$ cat src/rtl/mega99_wb_pkg.sv
// Shared types and constants for the mainboard Wishbone master arbiter.
//   arb_state_t        : arbiter FSM states
//   OWNER_M0/OWNER_M1  : values of the last-grant register
//   WB_DAT_BITS        : Wishbone data width (8-bit mainboard bus)
//   WB_ADR_BITS        : default Wishbone address width
package mega99_wb_pkg;

   localparam int unsigned WB_DAT_BITS = 8;
   localparam int unsigned WB_ADR_BITS = 24;

   localparam logic OWNER_M0 = 1'b0;
   localparam logic OWNER_M1 = 1'b1;

   typedef enum logic [1:0] {
      IDLE,
      OWN0,
      OWN1,
      ABORT
   } arb_state_t;

endpackage

$ cat src/rtl/wb_stall_watchdog.sv
// Stall watchdog for one strobed Wishbone access.
// Counts cycles while en_i is high (strobe pending, no ack); any cycle with en_i low or clr_i
// high restarts the count. terminal_o flags the last allowed cycle of a stalled access.
// Ports:
//   clk_i      : system clock
//   rst_i      : synchronous active-high reset
//   en_i       : access is strobed and unacknowledged this cycle
//   clr_i      : arbiter changes state this cycle
//   terminal_o : count reached TIMEOUT_CYCLES-1 with en_i high
module wb_stall_watchdog #(
   parameter int unsigned TIMEOUT_CYCLES = 1024,
   parameter int unsigned CNT_BITS       = 11
) (
   input  logic clk_i,
   input  logic rst_i,
   input  logic en_i,
   input  logic clr_i,
   output logic terminal_o
);

   logic [CNT_BITS-1:0] cnt_q, cnt_d;

   always_comb begin
      cnt_d      = '0;
      terminal_o = en_i && (cnt_q == CNT_BITS'(TIMEOUT_CYCLES - 1));
      if (en_i && !clr_i) begin
         cnt_d = cnt_q + 1'b1;
      end
   end

   always_ff @(posedge clk_i) begin
      if (rst_i) begin
         cnt_q <= '0;
      end else begin
         cnt_q <= cnt_d;
      end
   end

endmodule

$ cat src/rtl/wb_master_arbiter.sv
// Two-master round-robin arbiter for the mainboard's single 8-bit Wishbone slave port.
// m0 = overlay/debug CPU, m1 = SD/flash image loader DMA. The grant is held while the owner
// keeps cyc high; on release the bus is handed straight to a waiting master.
// Optional stall watchdog: define MEGA99_WB_ARB_WATCHDOG_EN to abort accesses that wait more
// than TIMEOUT_CYCLES for ack (mN_err_o pulse, then ABORT until the master drops cyc).
// Ports:
//   clk, reset           : clock, synchronous active-high reset
//   mN_*  (N=0,1)        : Wishbone master-side ports (adr/dat/we/sel/stb/cyc in, dat/ack/err out)
//   s_*                  : Wishbone port toward the mainboard slave decoder
//   owner                : debug, bit0 = m0 granted, bit1 = m1 granted
module wb_master_arbiter
   import mega99_wb_pkg::*;
#(
   parameter int unsigned ADR_BITS       = WB_ADR_BITS,
   parameter int unsigned TIMEOUT_CYCLES = 1024,
   parameter int unsigned CNT_BITS       = 11
) (
   input  logic                   clk,
   input  logic                   reset,
   input  logic [0:ADR_BITS-1]    m0_adr_i,
   input  logic [WB_DAT_BITS-1:0] m0_dat_i,
   output logic [WB_DAT_BITS-1:0] m0_dat_o,
   input  logic                   m0_we_i,
   input  logic                   m0_sel_i,
   input  logic                   m0_stb_i,
   input  logic                   m0_cyc_i,
   output logic                   m0_ack_o,
   output logic                   m0_err_o,
   input  logic [0:ADR_BITS-1]    m1_adr_i,
   input  logic [WB_DAT_BITS-1:0] m1_dat_i,
   output logic [WB_DAT_BITS-1:0] m1_dat_o,
   input  logic                   m1_we_i,
   input  logic                   m1_sel_i,
   input  logic                   m1_stb_i,
   input  logic                   m1_cyc_i,
   output logic                   m1_ack_o,
   output logic                   m1_err_o,
   output logic [0:ADR_BITS-1]    s_adr_o,
   output logic [WB_DAT_BITS-1:0] s_dat_o,
   input  logic [WB_DAT_BITS-1:0] s_dat_i,
   output logic                   s_we_o,
   output logic                   s_sel_o,
   output logic                   s_stb_o,
   output logic                   s_cyc_o,
   input  logic                   s_ack_i,
   output logic [1:0]             owner
);

   if (TIMEOUT_CYCLES < 2 || (TIMEOUT_CYCLES >> CNT_BITS) != 0) begin : gen_bad_cfg
      $error("wb_master_arbiter: TIMEOUT_CYCLES must be >= 2 and fit in CNT_BITS");
   end

   arb_state_t state_q, state_d;
   logic       last_grant_q, last_grant_d;
   logic       wd_terminal;  // owner's access timed out this cycle and was not acked

   // Next state and grant bookkeeping
   always_comb begin
      state_d      = state_q;
      last_grant_d = last_grant_q;
      unique case (state_q)
         IDLE: begin
            // On a tie the master that was not granted last wins
            if (m0_cyc_i && (!m1_cyc_i || last_grant_q == OWNER_M1)) begin
               state_d      = OWN0;
               last_grant_d = OWNER_M0;
            end else if (m1_cyc_i) begin
               state_d      = OWN1;
               last_grant_d = OWNER_M1;
            end
         end
         OWN0: begin
            if (wd_terminal) begin
               state_d = ABORT;
            end else if (!m0_cyc_i) begin
               if (m1_cyc_i) begin
                  state_d      = OWN1;
                  last_grant_d = OWNER_M1;
               end else begin
                  state_d = IDLE;
               end
            end
         end
         OWN1: begin
            if (wd_terminal) begin
               state_d = ABORT;
            end else if (!m1_cyc_i) begin
               if (m0_cyc_i) begin
                  state_d      = OWN0;
                  last_grant_d = OWNER_M0;
               end else begin
                  state_d = IDLE;
               end
            end
         end
         ABORT: begin
            // last_grant still names the aborted master
            if (last_grant_q == OWNER_M0 ? !m0_cyc_i : !m1_cyc_i) begin
               state_d = IDLE;
            end
         end
      endcase
   end

   always_ff @(posedge clk) begin
      if (reset) begin
         state_q      <= IDLE;
         last_grant_q <= OWNER_M1;
      end else begin
         state_q      <= state_d;
         last_grant_q <= last_grant_d;
      end
   end

   // Master/slave mux; the non-owner sees an idle bus
   always_comb begin
      s_adr_o  = '0;
      s_dat_o  = '0;
      s_we_o   = 1'b0;
      s_sel_o  = 1'b0;
      s_stb_o  = 1'b0;
      s_cyc_o  = 1'b0;
      m0_dat_o = '0;
      m0_ack_o = 1'b0;
      m0_err_o = 1'b0;
      m1_dat_o = '0;
      m1_ack_o = 1'b0;
      m1_err_o = 1'b0;
      owner    = {state_q == OWN1, state_q == OWN0};
      unique case (state_q)
         OWN0: begin
            s_adr_o  = m0_adr_i;
            s_dat_o  = m0_dat_i;
            s_we_o   = m0_we_i;
            s_sel_o  = m0_sel_i;
            s_stb_o  = m0_stb_i;
            s_cyc_o  = 1'b1;
            m0_dat_o = s_dat_i;
            m0_ack_o = s_ack_i && m0_stb_i;  // stray acks without a strobe are dropped
            m0_err_o = wd_terminal;
         end
         OWN1: begin
            s_adr_o  = m1_adr_i;
            s_dat_o  = m1_dat_i;
            s_we_o   = m1_we_i;
            s_sel_o  = m1_sel_i;
            s_stb_o  = m1_stb_i;
            s_cyc_o  = 1'b1;
            m1_dat_o = s_dat_i;
            m1_ack_o = s_ack_i && m1_stb_i;
            m1_err_o = wd_terminal;
         end
         IDLE, ABORT: ;
      endcase
   end

`ifdef MEGA99_WB_ARB_WATCHDOG_EN
   logic wd_en;
   logic wd_clr;

   // Terminal is qualified by !s_ack_i, so an ack on the last cycle wins over err
   assign wd_en  = (state_q == OWN0 || state_q == OWN1) && s_stb_o && !s_ack_i;
   assign wd_clr = (state_d != state_q);

   wb_stall_watchdog #(
      .TIMEOUT_CYCLES(TIMEOUT_CYCLES),
      .CNT_BITS      (CNT_BITS)
   ) u_stall_watchdog (
      .clk_i     (clk),
      .rst_i     (reset),
      .en_i      (wd_en),
      .clr_i     (wd_clr),
      .terminal_o(wd_terminal)
   );
`else
   assign wd_terminal = 1'b0;
`endif

endmodule

$ cat config.mk
export PLATFORM = sky130hd
export DESIGN_NAME = wb_master_arbiter
export DESIGN_NICKNAME = d
export VERILOG_FILES = /design/src/rtl/mega99_wb_pkg.sv /design/src/rtl/wb_stall_watchdog.sv /design/src/rtl/wb_master_arbiter.sv
export SDC_FILE = /design/constraint.sdc
export NUM_CORES = 1
export LEC_CHECK = 0
export ABC_AREA = 1
export ABC_CLOCK_PERIOD_IN_PS = 1850
export BUFFER_PORTS_ARGS = -buffer_cell sky130_fd_sc_hd__buf_2
export CAP_MARGIN = 10
export CORE_MARGIN = 4
export CORE_UTILIZATION = 31
export CTS_CLUSTER_DIAMETER = 120
export DETAILED_ROUTE_END_ITERATION = 7
export PLACE_DENSITY = 0.93
export SLEW_MARGIN = 20
export SYNTH_ARGS = -nofsm -noshare
export SYNTH_HDL_FRONTEND = slang
export SYNTH_SLANG_ARGS = --single-unit
$ cat constraint.sdc
create_clock -name clk -period 1.85 [get_ports clk]
set_input_delay 0.0925 -clock clk [delete_from_list [all_inputs] [get_ports clk]]
set_output_delay 0.0925 -clock clk [all_outputs]
set_load 0.02 [all_outputs]
# After elaboration in Yosys (flattened, before gate mapping)
# Cells that the tools add are included.
[word_totals]
regBits = 3
inputBits = 83
output_inout_bits = 58
elab_cells = 46
[classes]
n_eq_ne = 8
mux = 25
reduce_logical = 11
[ops]
columns = ["cell", "count"]
rows = [
  ["$pmux 24 s2", 1],
  ["$mux 8", 2],
  ["$pmux 8 s2", 1],
  ["$mux 2", 6],
  ["$mux 1", 10],
  ["$ne 2x2->1 const B", 4],
  ["$pmux 2 s4", 1],
  ["$reduce_and 4->1", 2],
  ["$pmux 1 s2", 3],
  ["$eq 2x2->1 const B", 2],
  ["$logic_and 1x1->1", 3],
  ["$ne 3x3->1 const B", 1],
  ["$pmux 1 s3", 1],
  ["$reduce_bool 3->1", 1],
  ["$eq 2x1->1 const B", 1],
  ["$logic_not 1->1", 2],
  ["$logic_not 2->1", 1],
  ["$reduce_or 2->1", 1],
  ["$logic_or 1x1->1", 1],
]

# Longest topological paths before layout
# Gate-level depths: netlist of run 1.
[depth]
ltp_word = 5
ltp_mapped = 10
depth_no_buf = 10

# Least setup slack after synthesis of run 1
# OpenSTA, ideal clock, no wires.
[synth_path]
path_type = "reg2out"
from = "register state_q[0]"
to = "output s_adr_o[0] in the netlist's numbering"
t_arrival_ns = 1.596
required_ns = 1.757
slack_ns = 0.162
path_stages_with_launch = 6
path_buffers = 1
cell_sequence = "dfxtp_1 > inv_1 > ha_1 > inv_2 > clkbuf_1 > a21oi_1"
[synth_via]
elab_chain_len = 2
elab_cells_between_ends = 3
classes_between = "2 x eq/ne; 1 x mux"
[synth_lines]
columns = ["item", "line", "text"]
rows = [
  ["start: declaration", "wb_master_arbiter.sv:53", "arb_state_t state_q, state_d;"],
  ["start signal: assignment", "wb_master_arbiter.sv:110", "state_q <= state_d;"],
  ["$eq 2x2->1 / $eq 2x1->1 (equally long branches)", "wb_master_arbiter.sv:130", "unique case (state_q)"],
  ["$pmux 24 s2 (*)", "wb_master_arbiter.sv:130", ""],
  ["end: declaration", "wb_master_arbiter.sv:38", "output logic [0:ADR_BITS-1] s_adr_o,"],
]
# Mark *: on every way between the ends. The rest lies on a longest branch, timed or not.

# Worst setup path after layout of run 1
[layout_path]
from = "register state_q[1]"
to = "output s_adr_o[13] in the netlist's numbering"
# The elaborated chain is that of the path after synthesis.

==> results of run 1 <==
==> cell families (layout without fill, tap and decap cells) <==
group	Yosys count	after routing	synth area share, %
other cells	1	2	0.360
flops	3	3	5.77
simple gates	124	124	46.2
fa+ha+maj	8	8	9.62
buf+inv	44	176	19.0
compound gates	39	39	19.1
==> layout make-up <==
| cell class | instances | area, um2 |
|---|---|---|
| clock buffer | 4 | 26.3 |
| timing repair buffer | 143 | 757 |
| sequential | 3 | 62.6 |
| tap | 44 | 55.1 |
| multi-input combinational | 173 | 812 |
| fill | 319 | 1300 |
| inverter | 29 | 111 |
==> sequential cells by signal (all words and copies together), names as in the netlist <==
register / cells
last_grant_q: 1
state_q: 2
==> worst max-delay path, cell delays in order, from the launching register on <==
cell and delay, ns:
sky130_fd_sc_hd__dfxtp_2 0.36, sky130_fd_sc_hd__inv_1 0.13, sky130_fd_sc_hd__ha_4 0.32, sky130_fd_sc_hd__inv_4 0.07, sky130_fd_sc_hd__buf_12 0.16, sky130_fd_sc_hd__a21oi_1 0.12, sky130_fd_sc_hd__buf_2 0.18
==> per-stage QoR <==
step | util (%) | hold slack (ns) | power, W
5_1_grt | 58.3 | 0.116 | 0.00302
3_5_place_dp | 56.4 | 0.350 | 0.00254
3_3_place_gp | 56.4 | 0.340 | 0.00250
6_report | 58.3 | 0.112 | 0.00274
2_1_floorplan | - | 0.197 | 0.00179
4_1_cts | 57.4 | 0.108 | 0.00269
==> repair_timing <==
| action | CTS | global route |
|---|---|---|
| setup buffers | 0 | 0 |
| gates resized for setup | 3 | 5 |
| endpoints found under the hold margin | 0 | 0 |
| gates cloned | 0 | 0 |
| endpoints found under the setup margin | 24 | 25 |
==> where the power goes <==
| group | total, W | switching, W | internal (W) |
|---|---|---|---|
| Clock | 0.000115 | 0.0000343 | 0.0000809 |
| Combinational | 0.00247 | 0.00161 | 0.000865 |
| Sequential | 0.000152 | 0.0000494 | 0.000103 |
==> layer usage <==
metal,up-vias,wire [um],global-route usage [%]
li1,925,-,-
met2,92,2200,37.3
met3,6,536,5.10
met1,739,1590,18.3
met4,0,48,6.35
met5,-,0,0
==> worst max path at each step <==
| stage | start | endpoint | slack [ns] |
|---|---|---|---|
| floorplan | state_q[0]$_SDFFE_PP0P_ | s_adr_o[0] | 0.16 |
| global placement | state_q[0]$_SDFFE_PP0P_ | s_adr_o[0] | 0.27 |
| detailed placement | state_q[0]$_SDFFE_PP0P_ | s_adr_o[13] | 0.22 |
| CTS | state_q[1]$_SDFFE_PP0P_ | s_adr_o[13] | 0.04 |
| global route | state_q[1]$_SDFFE_PP0P_ | s_adr_o[23] | 0.04 |
| finish | state_q[1]$_SDFFE_PP0P_ | s_adr_o[13] | 0.18 |
==> cell usage in the layout (no fill, tap or decap), drive strengths merged <==
| master | Yosys | layout |
|---|---|---|
| conb | 1 | 2 |
| ha | 8 | 8 |
| buf | 12 | 143 |
| nor3 | 1 | 1 |
| nand3 | 5 | 5 |
| o21ai | 1 | 1 |
| clkbuf | 3 | 4 |
| inv | 29 | 29 |
| nor2 | 13 | 13 |
| a21oi | 38 | 38 |
| dfxtp | 3 | 3 |
| nand2 | 105 | 105 |
==> results.md, run 1 <==
- Result of the run: finished, final reports clean
- Synthesized netlist cell count: 219
- Detail Placement HPWL: 3690 um
- # IOs: 141
- Prevailing post-synth register cell: sky130_fd_sc_hd__dfxtp_1
- Number of antenna violations at the first check in global routing: 0
- Min-Delay Startpoint: reset
- Worst reg2reg startpoint: state_q[0]$_SDFFE_PP0P_
- First-pass GRT wire length: 6650 um
- Number of cells in the finished layout apart from fillers: 396
- Achievable frequency: 597 MHz
- Post-layout min period: 1.67 ns
- Worst setup SP type: register
- H-Tree Level Count: 1
- Element type at the critical path end: output pin
- Sequential element share of the synthesized area: 5.77%
- Global Route Usage Sum: 18.8%
- Post-synth top cells: sky130_fd_sc_hd__nand2_1 (103), sky130_fd_sc_hd__a21oi_1 (37), sky130_fd_sc_hd__inv_1 (27)
- Crit Path Class: reg2out
- Total Die Area: 4350 um2
- Cell Rows: 20
- Final net count: 444
- Gp weighted congestion: 0.851
- Number of flops mapped to enable cells by yosys: 0
- Area fraction of the dominant cell type after synthesis: 37.1%
- Worst clock skew on the final layout: 0.00602 ns
- Routed WL per cell: 11.1 um
- Setup TNS: 0 ns
- Antenna diode count: 0
- CTS Buffer Depth: 2
- Fraction of final layout cells with drive strength greater than 1: 44.6%
- Synthesis Warnings: 0
- Starting DRT DRC Count: 46
- Via count of the first global-routing pass: 1598
- Growth of design area from synthesis to finish: 75.2%
- Max_cap viols: 0
- Number of design rule violations left after detail routing: 0
- Period utilisation layout: 90.5%
- Number of cells on the worst hold path: 3
- Number of nets with antenna violations after routing: 0
- Vias: 1762
- Area inside the core boundary: 3130 um2
- Height of the die: 66.0 um
- Worst R2R Path Depth: 9
- End point of the worst hold path: last_grant_q$_SDFFE_PP1P_
- Cell Area, Synth: 1040 um2
- Number of buffers created by CTS: 3
- TritonCTS clock tree: done
- Biggest area consumer among synthesized cells: sky130_fd_sc_hd__nand2_1
- CP max FO: 24
- Data arrival time of the critical path: 1.58 ns
- Final WS setup: 0.176 ns
- Total count of max-transition violations in the final report: 0
- Slack of the worst reg-to-reg path: 0.32 ns
- Most frequent cell after synthesis: sky130_fd_sc_hd__nand2_1
- # setup viols final: 0
- Number of I/O port buffers: 138
- Grt total ovfl: 0
- Clock sink count: 3
- DR vias/cell: 4.45
- Leakage power figure: 1.19 nW
- Required time reported for the critical path endpoint: 1.76 ns
- Post-detailed-placement cell area: 1760 um2
- Worst skew pair latency: 0.23 ns
- Starting Density: 33.3%
- Count of hold-fix buffers inserted at cts: 0
- Setup repair after global routing missed its margin: false
- Count of placed standard cells including taps: 392
- Final hold viol count: 0
- Post-synth ARST share: 0%
- Post-place setup slack: 0.225 ns
- Design area: 1820 um2
- Top post-synthesis cells by area: sky130_fd_sc_hd__nand2_1 (37%), sky130_fd_sc_hd__a21oi_1 (18%), sky130_fd_sc_hd__inv_1 (9.7%)
- Number of different library cells in the post-synthesis netlist: 18
- Register bit count reported by yosys: 3
- Overall routed net length: 4380 um
- Clock slew seen by the registers of the worst setup and hold paths: 0.04 ns
- Count of TritonRoute iterations in the first routing pass: 4
- Cell at the root of the clock tree: sky130_fd_sc_hd__clkbuf_4
- Horizontal die dimension: 66.0 um
- R2r endpoint: state_q[0]$_SDFFE_PP0P_
- Worst min-delay path class: in2reg
- Largest net degree at the start of global routing: 37
- Maximum vdd drop: 0.575 mV
- Mean post-synth cell area: 4.75 um2
- Ratio of total power to cell area: 1500 nW/um2
(Power assumes the default switching activity.)
==> run 2: changes to the inputs <==
ABC_AREA = default   (was 1)
CORE_UTILIZATION = 29   (was 31)
==> run 2 against run 1 <==
Maximum frequency is 3.8% lower. Cell count is 21% lower. Power down 29%. Worst hold slack got worse by 0.057 ns. Clock-buffer cell count stayed put. Combinational power down 32%. Wire length down 7.8%. Sequential share of layout area is 0.21 points higher. Die area down 6.3%.
==> results.md, run 2 <==
- Fillers: 295
- Number of antenna violations at the first check in global routing: 0
- Total count of max-transition violations in the final report: 0
- CP max FO: 17
- Post-place setup slack: 0.212 ns
- Number of design rule violations left after detail routing: 0
- Flip-flop count of the largest register after layout: 2
- Grt total ovfl: 0
- Maximum vdd drop: 0.610 mV
- Horizontal die dimension: 63.9 um
- Largest net degree at the start of global routing: 34
- Element type at the critical path end: output pin
- Mean post-synth cell area: 6.60 um2
- Overall Power: 0.00195 W
- Overall routed net length: 4030 um
- Global Route Usage Sum: 18.6%
- Cell Area, Synth: 905 um2
- Achievable frequency: 575 MHz
- Starting DRT DRC Count: 93
- Post-synth top cells: sky130_fd_sc_hd__nor2_1 (37), sky130_fd_sc_hd__a22oi_1 (35), sky130_fd_sc_hd__and2_1 (16)
- Final net count: 362
- Utilization of the core after routing: 56.7%
- # IOs: 141
- Worst clock skew on the final layout: 0.0000484 ns
- Cell at the root of the clock tree: sky130_fd_sc_hd__clkbuf_4
- Top post-synthesis cells by area: sky130_fd_sc_hd__a22oi_1 (29%), sky130_fd_sc_hd__nor2_1 (15%), sky130_fd_sc_hd__and2_1 (11%)
- Highest-count cells in the layout ignoring fill and taps: sky130_fd_sc_hd__buf_2 (138), sky130_fd_sc_hd__nor2_1 (37), sky130_fd_sc_hd__a22oi_1 (35)
- Crit Path Class: reg2out
- Clock sink count: 3
- Final hold viol count: 0
- Biggest area consumer among synthesized cells: sky130_fd_sc_hd__a22oi_1
- Count of TritonRoute iterations in the first routing pass: 4
- Growth of design area from synthesis to finish: 89.9%
- Detail Placement HPWL: 3270 um
- Prevailing post-synth register cell: sky130_fd_sc_hd__dfxtp_1
- Sequential element share of the synthesized area: 6.64%
- First-pass GRT wire length: 6310 um
- Number of different library cells in the post-synthesis netlist: 27
- Via count of the first global-routing pass: 1502
- Area inside the core boundary: 3030 um2
- Post-layout min period: 1.74 ns
- Starting Density: 29.9%
- Post-detailed-placement cell area: 1650 um2
- Total Die Area: 4080 um2
- Worst Hold Margin: 0.0545 ns
- TritonCTS clock tree: done
- Gp weighted congestion: 0.743
- Max_cap viols: 0
- Leakage power figure: 0.982 nW
- DR vias/cell: 4.96
- Design area: 1720 um2
- Most frequent cell after synthesis: sky130_fd_sc_hd__nor2_1
- Ratio of total power to cell area: 1140 nW/um2
- Registers with the most flip-flops: state_q: 2 flops, last_grant_q: 1 flops
- Antenna diode count: 0
- Most common cell after layout, fill and taps aside: sky130_fd_sc_hd__buf_2
- Number of flops mapped to enable cells by yosys: 0
- Area fraction of the dominant cell type after synthesis: 29.0%
- Number of nets with antenna violations after routing: 0
- Clock slew seen by the registers of the worst setup and hold paths: 0.04 ns
- Height of the die: 63.9 um
- Biggest register: state_q
- Period utilisation layout: 94.1%
- CTS Buffer Depth: 2
- Cell Rows: 20
- Worst setup SP type: register
- Synthesis Warnings: 0
- Post-synth ARST share: 0%
- Vias: 1559
- Fraction of final layout cells with drive strength greater than 1: 57.0%
- # setup viols final: 0
- Final WS setup: 0.110 ns
- Worst min-delay path class: in2reg
- Worst skew pair latency: 0.24 ns
- Synthesized netlist cell count: 137
- Required time reported for the critical path endpoint: 1.76 ns
- Routed WL per cell: 12.8 um
- Data arrival time of the critical path: 1.65 ns
- Number of buffers created by CTS: 3
- Register bit count reported by yosys: 3
- Number of I/O port buffers: 138
- H-Tree Level Count: 1
- Result of the run: finished, final reports clean
run 2: critical path: stages, from the launching register on:
cell                      delay, ns
sky130_fd_sc_hd__dfxtp_2       0.36
sky130_fd_sc_hd__inv_1         0.16
sky130_fd_sc_hd__ha_2          0.27
sky130_fd_sc_hd__buf_4         0.23
sky130_fd_sc_hd__a22oi_1       0.09
sky130_fd_sc_hd__nor2_1        0.11
sky130_fd_sc_hd__buf_2         0.18
run 2: kinds of logic (layout without fill, tap and decap cells):
kind of cell | after synthesis | in the layout | synth area share, %
buf+inv | 19 | 151 | 8.85
compound gates | 45 | 45 | 39.6
fa+ha+maj | 8 | 8 | 11.1
simple gates | 59 | 59 | 30.7
flops | 3 | 3 | 6.64
mux | 2 | 2 | 2.77
other cells | 1 | 2 | 0.415
run 2: final timing paths:
check | slack [ns] | end | cells past startpoint | from
max | 0.11 | s_adr_o[13] | 6 | state_q[1]$_SDFFE_PP0P_
min | 0.05 | state_q[0]$_SDFFE_PP0P_ | 2 | reset
max reg2reg | 0.18 | state_q[0]$_SDFFE_PP0P_ | 6 | state_q[0]$_SDFFE_PP0P_
min reg2reg | 0.53 | state_q[0]$_SDFFE_PP0P_ | 2 | state_q[0]$_SDFFE_PP0P_
run 2: timing repair:
| action | in CTS | in global routing |
|---|---|---|
| gates cloned | 0 | 0 |
| hold buffers | 0 | 0 |
| pin swaps | 0 | 0 |
| setup buffers | 0 | 0 |
| endpoints found under the setup margin | 25 | 33 |
| endpoints found under the hold margin | 0 | 0 |
| resized for setup | 1 | 8 |
run 2: metal layers:
layer,wire length [um],track usage [%],vias to the layer above,share of wire (%)
li1,-,-,758,-
met1,1430,18.1,696,35
met2,2100,36.9,97,52
met3,445,5.27,8,11
met4,56,5.39,0,1.4
met5,0,0,-,0
run 2: stage by stage:
stage / std cells / setup TNS [ns]
2_1_floorplan: 138 / 0
3_3_place_gp: 310 / 0
3_5_place_dp: 310 / 0
4_1_cts: 314 / 0
5_1_grt: 314 / -0.00195
6_report: 314 / 0
run 2: area by class of cell:
| class | instances | area, um2 | share of cell area, % |
|---|---|---|---|
| Multi-Input combinational cell | 116 | 796 | 46.3 |
| Sequential cell | 3 | 62.6 | 3.64 |
| Clock buffer | 4 | 26.3 | 1.53 |
| Inverter | 4 | 17.5 | 1.02 |
| Tap cell | 44 | 55.1 | 3.20 |
| Timing Repair Buffer | 143 | 761 | 44.3 |
run 2: report_power, final:
group	switching, W	internal (W)
clock	0.0000436	0.0000814
sequential	0.0000449	0.0000929
combinational	0.000999	0.000688
==> run 3: changes to the inputs <==
REMOVE_ABC_BUFFERS = 1   (was default)
==> run 3 against run 2 <==
Critical path depth did not move. Register-to-register slack improved by 0.02 ns. Sequential power fell by 4%. Via count decreased by 4.0%. Largest power group unchanged. Highest routed layer unchanged.
==> results.md, run 3 (synthesized netlist as in run 2, its figures left out) <==
- Worst R2R Path Depth: 6
- Most common cell after layout, fill and taps aside: sky130_fd_sc_hd__buf_2
- Element type at the critical path end: output pin
- Growth of design area from synthesis to finish: 84.2%
- Number of design rule violations left after detail routing: 0
- Fillers: 323
- Required time reported for the critical path endpoint: 1.76 ns
- Worst path max stage delay: 0.38 ns
- Biggest register: state_q
- Number of buffers created by CTS: 3
- # setup viols final: 0
- CTS Buffer Depth: 2
- First-pass GRT wire length: 6290 um
- Worst min-delay path class: in2reg
- Registers with the most flip-flops: state_q: 2 flops, last_grant_q: 1 flops
- Cell Rows: 20
- Cell at the root of the clock tree: sky130_fd_sc_hd__clkbuf_4
- H-Tree Level Count: 1
- Height of the die: 63.9 um
- Worst clock skew on the final layout: 0.00927 ns
- Number of antenna violations at the first check in global routing: 0
- Post-place setup slack: 0.112 ns
- DR vias/cell: 4.76
- NetSw: 0.00105 W
- Maximum vdd drop: 0.784 mV
- Flip-flop count of the largest register after layout: 2
- Ratio of total power to cell area: 1100 nW/um2
- Post-layout min period: 1.70 ns
- Final WS setup: 0.150 ns
- Grt total ovfl: 0
- Number of nets with antenna violations after routing: 0
- Combinational group share of total power: 86.1%
- Global Route Usage Sum: 18.7%
- Gp weighted congestion: 0.885
- Post-CTS Setup Repair Bufs: 0
- Total Die Area: 4080 um2
- Crit Path Class: reg2out
- Max stage delay cell, worst path: sky130_fd_sc_hd__dfxtp_2
- Leakage power figure: 0.973 nW
- Post-detailed-placement cell area: 1630 um2
- Horizontal die dimension: 63.9 um
- Setup repair after global routing missed its margin: false
- Worst setup SP type: register
- Count of TritonRoute iterations in the first routing pass: 4
- Overall routed net length: 4110 um
- TritonCTS clock tree: done
- Starting DRT DRC Count: 130
- Sw Ratio: 57.4%
- Result of the run: finished, final reports clean
- Worst skew pair latency: 0.24 ns
- CP max FO: 15
- Vias: 1496
- Max_cap viols: 0
- Largest net degree at the start of global routing: 38
- Design area: 1670 um2
- Number of I/O port buffers: 138
- Final net count: 362
- # IOs: 141
- Final hold viol count: 0
- Routed WL per cell: 13.1 um
- Total internal power: 0.000783 W
- Antenna diode count: 0
- Critical Path, Cell by Cell: inv_1, ha_1, inv_2, buf_4, nor2_1, buf_2
- Clock sink count: 3
- Area inside the core boundary: 3030 um2
- Achievable frequency: 588 MHz
- Data arrival time of the critical path: 1.61 ns
- Resized Gates After CTS: 0
- Period utilisation layout: 91.9%
- Part of the power in registers: 7.3%
- Detail Placement HPWL: 3380 um
- Clock slew seen by the registers of the worst setup and hold paths: 0.04 ns
- Starting Density: 29.9%
- Clock network fraction of design power: 6.7%
- Highest-count cells in the layout ignoring fill and taps: sky130_fd_sc_hd__buf_2 (138), sky130_fd_sc_hd__nor2_1 (37), sky130_fd_sc_hd__a22oi_1 (35)
- Count of hold-fix buffers inserted at cts: 0
- Via count of the first global-routing pass: 1421
- Number of cells on the worst hold path: 2
- Total count of max-transition violations in the final report: 0
- Fraction of final layout cells with drive strength greater than 1: 55.9%
run 3: cell types whose count changed in the layout (fill, tap and decap cells not counted):
cell                     previous run  this run
sky130_fd_sc_hd__inv_2              0         1
sky130_fd_sc_hd__buf_12             2         0
sky130_fd_sc_hd__ha_4               2         0
sky130_fd_sc_hd__buf_8              1         0
sky130_fd_sc_hd__ha_2               1         0
sky130_fd_sc_hd__buf_6              0         3
sky130_fd_sc_hd__inv_4              1         0
sky130_fd_sc_hd__ha_1               5         8
run 3: cell type report:
| type | instances | area (um2) | share of cell area (%) |
|---|---|---|---|
| clock buffer | 4 | 26.3 | 1.58 |
| inverter | 4 | 15.0 | 0.901 |
| multi-input combinational | 116 | 768 | 46.1 |
| sequential | 3 | 62.6 | 3.75 |
| tap | 44 | 55.1 | 3.30 |
| timing repair buffer | 143 | 739 | 44.4 |
run 3: stage by stage:
stage	setup TNS, ns	total power (W)	utilization (%)	hold slack, ns	cells
finish	0	0.00184	55.0	0.0433	314
detailed placement	0	0.00169	53.7	0.295	310
CTS	0	0.00182	54.6	0.0444	314
floorplan	-3.14	0.00116	-	0.162	123
global route	0	0.00200	55.0	0.0375	314
global placement	0	0.00166	53.7	0.297	310
run 3: power by group through the flow:
stage	sequential, W	clock [W]	combinational [W]
CTS	0.000129	0.000125	0.00157
floorplan	0.000120	0	0.00104
detailed placement	0.000130	0	0.00156
finish	0.000133	0.000122	0.00158
global placement	0.000126	0	0.00154
global route	0.000138	0.000133	0.00173
run 3: worst max-delay path, delay by kind of cell (launching register included):
kind                     cells  cell delay [ns]
buffers and inverters        4             0.54
flip-flops                   1             0.38
adder cells (fa/ha/maj)      1             0.32
AND/OR/NAND/NOR              1             0.12
run 3: worst paths after layout:
kind | from | endpoint | slack (ns)
setup / recovery | state_q[1]$_SDFFE_PP0P_ | s_dat_o[2] | 0.15
hold / removal | reset | state_q[1]$_SDFFE_PP0P_ | 0.04
setup reg to reg | state_q[0]$_SDFFE_PP0P_ | state_q[0]$_SDFFE_PP0P_ | 0.20
hold reg to reg | state_q[0]$_SDFFE_PP0P_ | state_q[0]$_SDFFE_PP0P_ | 0.51
run 3: metal layers:
metal,routed length [um],share of wire (%),track usage [%],vias up
li1,-,-,-,752
met1,1480,36,19.1,661
met4,68,1.7,5.39,0
met2,2170,53,36.5,77
met5,0,0,0,-
met3,397,9.7,4.75,6
